--- src/rtl/uart_txrx_core.sv ---
// Full-duplex 8N1 UART: independent transmit and receive paths sharing one clock.
// TX drives the line from its registered state; RX samples mid-bit after a 2-flop synchronizer.
module uart_txrx_core #(
  parameter int CLKS_PER_BIT = 217
) (
  input  logic       i_Clock,
  input  logic       i_Reset,
  input  logic       i_TX_DV,
  input  logic [7:0] i_TX_Byte,
  output logic       o_TX_Active,
  output logic       o_TX_Serial,
  output logic       o_TX_Done,
  input  logic       i_RX_Serial,
  output logic       o_RX_DV,
  output logic [7:0] o_RX_Byte
);

  localparam int CW = (CLKS_PER_BIT > 1) ? $clog2(CLKS_PER_BIT) : 1;
  localparam logic [CW-1:0] BIT_LAST = CW'(CLKS_PER_BIT - 1);
  localparam logic [CW-1:0] BIT_MID  = CW'((CLKS_PER_BIT - 1) / 2);

  typedef enum logic [2:0] {
    S_IDLE,
    S_START,
    S_DATA,
    S_STOP,
    S_CLEANUP
  } state_t;

  state_t        tx_state_q, tx_state_d;
  logic [CW-1:0] tx_cnt_q, tx_cnt_d;
  logic [2:0]    tx_idx_q, tx_idx_d;
  logic [7:0]    tx_byte_q, tx_byte_d;
  logic          tx_bit_end;

  state_t        rx_state_q, rx_state_d;
  logic [CW-1:0] rx_cnt_q, rx_cnt_d;
  logic [2:0]    rx_idx_q, rx_idx_d;
  logic [7:0]    rx_shift_q, rx_shift_d;
  logic [7:0]    rx_byte_q, rx_byte_d;
  logic          rx_dv_q, rx_dv_d;
  logic          rx_meta_q, rx_sync_q;

  assign tx_bit_end = (tx_cnt_q == BIT_LAST);

  always_comb begin
    tx_state_d = tx_state_q;
    tx_cnt_d   = tx_cnt_q;
    tx_idx_d   = tx_idx_q;
    tx_byte_d  = tx_byte_q;
    unique case (tx_state_q)
      S_IDLE: begin
        tx_cnt_d = '0;
        tx_idx_d = '0;
        if (i_TX_DV) begin
          tx_byte_d  = i_TX_Byte;
          tx_state_d = S_START;
        end
      end
      S_START: begin
        if (tx_bit_end) begin
          tx_cnt_d   = '0;
          tx_state_d = S_DATA;
        end else begin
          tx_cnt_d = tx_cnt_q + 1'b1;
        end
      end
      S_DATA: begin
        if (tx_bit_end) begin
          tx_cnt_d = '0;
          if (tx_idx_q == 3'd7) begin
            tx_idx_d   = '0;
            tx_state_d = S_STOP;
          end else begin
            tx_idx_d = tx_idx_q + 1'b1;
          end
        end else begin
          tx_cnt_d = tx_cnt_q + 1'b1;
        end
      end
      S_STOP: begin
        if (tx_bit_end) begin
          tx_cnt_d   = '0;
          tx_state_d = S_CLEANUP;
        end else begin
          tx_cnt_d = tx_cnt_q + 1'b1;
        end
      end
      S_CLEANUP: tx_state_d = S_IDLE;
      default:   tx_state_d = S_IDLE;
    endcase
  end

  always_ff @(posedge i_Clock) begin
    if (i_Reset) begin
      tx_state_q <= S_IDLE;
      tx_cnt_q   <= '0;
      tx_idx_q   <= '0;
      tx_byte_q  <= '0;
    end else begin
      tx_state_q <= tx_state_d;
      tx_cnt_q   <= tx_cnt_d;
      tx_idx_q   <= tx_idx_d;
      tx_byte_q  <= tx_byte_d;
    end
  end

  // Line level is a pure function of registered state, so each bit lasts exactly one bit period.
  always_comb begin
    o_TX_Serial = 1'b1;
    unique case (tx_state_q)
      S_START: o_TX_Serial = 1'b0;
      S_DATA:  o_TX_Serial = tx_byte_q[tx_idx_q];
      default: o_TX_Serial = 1'b1;
    endcase
  end

  assign o_TX_Done   = (tx_state_q == S_STOP) && tx_bit_end;
  assign o_TX_Active = ((tx_state_q == S_START) || (tx_state_q == S_DATA) ||
                        (tx_state_q == S_STOP)) && !o_TX_Done;

  always_comb begin
    rx_state_d = rx_state_q;
    rx_cnt_d   = rx_cnt_q;
    rx_idx_d   = rx_idx_q;
    rx_shift_d = rx_shift_q;
    rx_byte_d  = rx_byte_q;
    rx_dv_d    = 1'b0;
    unique case (rx_state_q)
      S_IDLE: begin
        rx_cnt_d = '0;
        rx_idx_d = '0;
        if (!rx_sync_q) rx_state_d = S_START;
      end
      S_START: begin
        if (rx_cnt_q == BIT_MID) begin
          rx_cnt_d   = '0;
          rx_state_d = rx_sync_q ? S_IDLE : S_DATA;
        end else begin
          rx_cnt_d = rx_cnt_q + 1'b1;
        end
      end
      S_DATA: begin
        if (rx_cnt_q == BIT_LAST) begin
          rx_cnt_d             = '0;
          rx_shift_d[rx_idx_q] = rx_sync_q;
          if (rx_idx_q == 3'd7) begin
            rx_idx_d   = '0;
            rx_state_d = S_STOP;
          end else begin
            rx_idx_d = rx_idx_q + 1'b1;
          end
        end else begin
          rx_cnt_d = rx_cnt_q + 1'b1;
        end
      end
      S_STOP: begin
        // A low stop bit is a framing error: the assembled byte is dropped.
        if (rx_cnt_q == BIT_LAST) begin
          rx_cnt_d   = '0;
          rx_state_d = S_CLEANUP;
          if (rx_sync_q) begin
            rx_byte_d = rx_shift_q;
            rx_dv_d   = 1'b1;
          end
        end else begin
          rx_cnt_d = rx_cnt_q + 1'b1;
        end
      end
      S_CLEANUP: rx_state_d = S_IDLE;
      default:   rx_state_d = S_IDLE;
    endcase
  end

  always_ff @(posedge i_Clock) begin
    if (i_Reset) begin
      rx_meta_q  <= 1'b1;
      rx_sync_q  <= 1'b1;
      rx_state_q <= S_IDLE;
      rx_cnt_q   <= '0;
      rx_idx_q   <= '0;
      rx_shift_q <= '0;
      rx_byte_q  <= '0;
      rx_dv_q    <= 1'b0;
    end else begin
      rx_meta_q  <= i_RX_Serial;
      rx_sync_q  <= rx_meta_q;
      rx_state_q <= rx_state_d;
      rx_cnt_q   <= rx_cnt_d;
      rx_idx_q   <= rx_idx_d;
      rx_shift_q <= rx_shift_d;
      rx_byte_q  <= rx_byte_d;
      rx_dv_q    <= rx_dv_d;
    end
  end

  assign o_RX_DV   = rx_dv_q;
  assign o_RX_Byte = rx_byte_q;

endmodule

--- config.mk ---
export PLATFORM = sky130hd
export DESIGN_NAME = uart_txrx_core
export DESIGN_NICKNAME = d
export VERILOG_FILES = /design/src/rtl/uart_txrx_core.sv
export SDC_FILE = /design/constraint.sdc
export NUM_CORES = 1
export LEC_CHECK = 0
export CAP_MARGIN = 10
export CORE_AREA = 2 2 85 87
export DETAILED_ROUTE_END_ITERATION = 8
export DIE_AREA = 0 0 87 89
export PLACE_DENSITY = 0.58
export SKIP_LAST_GASP = 1
export SYNTH_ARGS = -nofsm -noshare
export SYNTH_HDL_FRONTEND = slang
export SYNTH_SLANG_ARGS = --single-unit
--- constraint.sdc ---
create_clock -name i_Clock -period 2.64 [get_ports i_Clock]
set_input_delay 0.264 -clock i_Clock [delete_from_list [all_inputs] [get_ports i_Clock]]
set_output_delay 0.264 -clock i_Clock [all_outputs]
set_load 0.02 [all_outputs]
==> results.cfg <==
[outcome]
run_status = completed

[detailed_routing]
first_pass_iters = 4
drt_iter0_markers = 63
wire_per_inst_um = 13.10
drt_wl_total_um = 5345
antenna_left = 0
via_per_inst = 5.287
vias = 2157
drc = 0

[place]
gp_congestion = 0.7772
dpl.hpwl_um = 3858
io_buffer_count = 23
dp_slack_ns = 0.4218

[global_route]
grt_pass1_vias = 1961
grt_pass1_wl_um = 8873
grt_overflow = 0
grt_usage_pct = 14.14
grt_max_degree = 20
antenna_found_initial = 0

[sta]
period_share_pct = 91.78
fin_crit_ns = 2.423
fin_tns_setup_ns = 0
rsz0062_at_grt = no
slew-limit-headroom_pct = 56.24
setup_viol = 0
worst_pin_slew_ns = 0.6504
holdWs_ns = 0.4202
skew_ns = 0.01300
worst_slack_ns = 0.2170
slew_viol_final = 0
hold_viol_final = 0
fmax_ghz = 0.4127

[clock_network]
cts-root-buf = clkbuf_8
ctsHoldBuffers = 0
clk_pin_slew_ns = 0.10
ctsResizeCount = 0
cts_buffer_depth = 2
h-tree-depth = 2
cts_tree = done
cts.sink_count = 55
insertion_delay_ns = 0.31
cts_setup_buffers = 0
cts_buffers = 5

[layout]
drive_above_1_share_pct = 8.232
final_cell_mix = 55 x dfxtp_1, 35 x nand2_1, 32 x a21oi_1
n_fill_cell = 665
multiInputGateArea_sq_um = 1445
final_nets = 347
final_common_cell = dfxtp_1
areaGrowthSynthToFinish_pct = 14.64
antenna_cells = 0
seq_area_sq_um = 1101

[pwr]
power.density_nw_per_um2 = 457.2
vdd.ir_drop.worst_mv = 0.1797
cellLeakagePower_uw = 0.001079

[floorplanning]
coreArea_sq_um = 6719
die_area_sq_um = 7743
die-width_um = 87
die_h_um = 89
num_rows = 30
pin_count = 24
start_util_pct = 39.31

[logic_synthesis]
yosysWarnings = 0
syn-num-nets = 329
ys_types = 52
post_synth_instance_area_sq_um = 2641
netlist.area_leader.share_pct = 41.69
ys_ff_latch = 55
synthCells = 309
ys_seq_area_share_pct = 41.69
synth-edff-count = 0
synth_top_area_cell = dfxtp_1
yosys-top-cells-area = dfxtp_1 42%, a21oi_1 6.1%, nand2_1 5.0%
ys.flop_type = dfxtp_1
avgSynthCellArea_sq_um = 8.548
synthArstFlopShare_pct = 0

[run]
max_cap_viol_count = 0

[worst_hold_path]
holdCritPathClass = reg2reg

[setup_path]
crit_type = reg2out
required_ns = 2.38
cp-end-kind = primary output
cp_max_fo = 4
worst_ep_arrival_time_ns = 2.16
startpoint_type = flop
-- power breakdown --
part           total [uW]  internal [uW]  switching, uW
logic                80.7           38.9           41.8
registers             851            841           10.7
clock network         452            186            266
total                1380           1070            319
-- area by class of cell --
cell class	count	area share (%)
well taps	80	3.306
multi-input cells	231	47.73
inverters	5	0.6198
clock buffers	6	2.397
flip-flops and latches	55	36.36
clock inverters	2	0.4132
repair buffers	29	9.174
-- path summary, 6_finish.rpt --
kind,startpoint,end,slack (ns),cells past startpoint
max,tx_cnt_q[0],o_TX_Done,0.22,7
min,rx_meta_q,rx_sync_q,0.42,1
max reg2reg,rx_cnt_q[0],rx_state_q[0],0.68,7
min reg2reg,rx_meta_q,rx_sync_q,0.42,1
-- cell usage after synthesis (2+ instances only) --
| cell type | n |
|---|---|
| a31oi_1 | 2 |
| or2_2 | 4 |
| a21boi_0 | 2 |
| nand3b_1 | 3 |
| xnor2_1 | 5 |
| ha_1 | 8 |
| nor4_1 | 4 |
| and3b_1 | 2 |
| o22ai_1 | 4 |
| nand3_1 | 15 |
| nor2b_1 | 4 |
| and4b_1 | 2 |
| nand4_1 | 6 |
| nor2_1 | 30 |
| xor2_1 | 4 |
| clkbuf_1 | 12 |
| buf_2 | 4 |
| nor3_1 | 9 |
| inv_1 | 5 |
| dfxtp_1 | 55 |
| a21oi_1 | 32 |
| and2_1 | 6 |
| mux4_2 | 2 |
| mux2i_1 | 10 |
| o21ai_0 | 17 |
| and3_1 | 2 |
| nand2_1 | 35 |
-- cell families after synthesis --
group	after synthesis	share of synthesized area [%]
XOR/XNOR	9	2.984
flip-flops	55	41.69
adder cells (fa/ha/maj)	8	3.790
multiplexers	12	5.495
AO/OA/AOI/OAI	65	13.78
AND/OR/NAND/NOR	137	28.66
buffers and inverters	23	3.600
-- sequential cells by signal, summed over array words and instances, names as in the netlist --
register    count
rx_state_q      3
tx_state_q      3
tx_idx_q        3
tx_cnt_q        8
tx_byte_q       8
rx_meta_q       1
rx_shift_q      8
o_RX_Byte       8
o_RX_DV         1
rx_idx_q        3
rx_cnt_q        8
rx_sync_q       1
-- routing by layer --
layer | track usage [%] | vias to the layer above | part of all wire [%] | wire, um
met1 | 18.82 | 998 | 51 | 2710
met3 | 3.324 | 5 | 2.9 | 156
met5 | 0 | - | 0 | 0
met4 | 4.119 | 0 | 1.0 | 55
li1 | - | 1125 | - | -
met2 | 22.97 | 29 | 45 | 2421
-- critical path, cell delays in order (launching register included) --
cell and delay [ns]:
dfxtp_1 0.36, inv_1 0.07, ha_1 0.14, and4_1 0.25
and3_1 0.25, nand2_1 0.09, nor2_1 0.10, clkdlybuf4s50_1 0.61
-- through the flow --
stage	util, %	instances	power (uW)	area (sq um)
after global placement	43.76	400	950.8	2940
final	45.07	408	1384	3028
after global routing	45.07	408	1450	3028
after detailed placement	43.76	400	952.0	2940
after CTS	45.03	408	1407	3025
after floorplan	-	309	915.6	2641
Note: power is estimated with default switching activity, not from simulation.
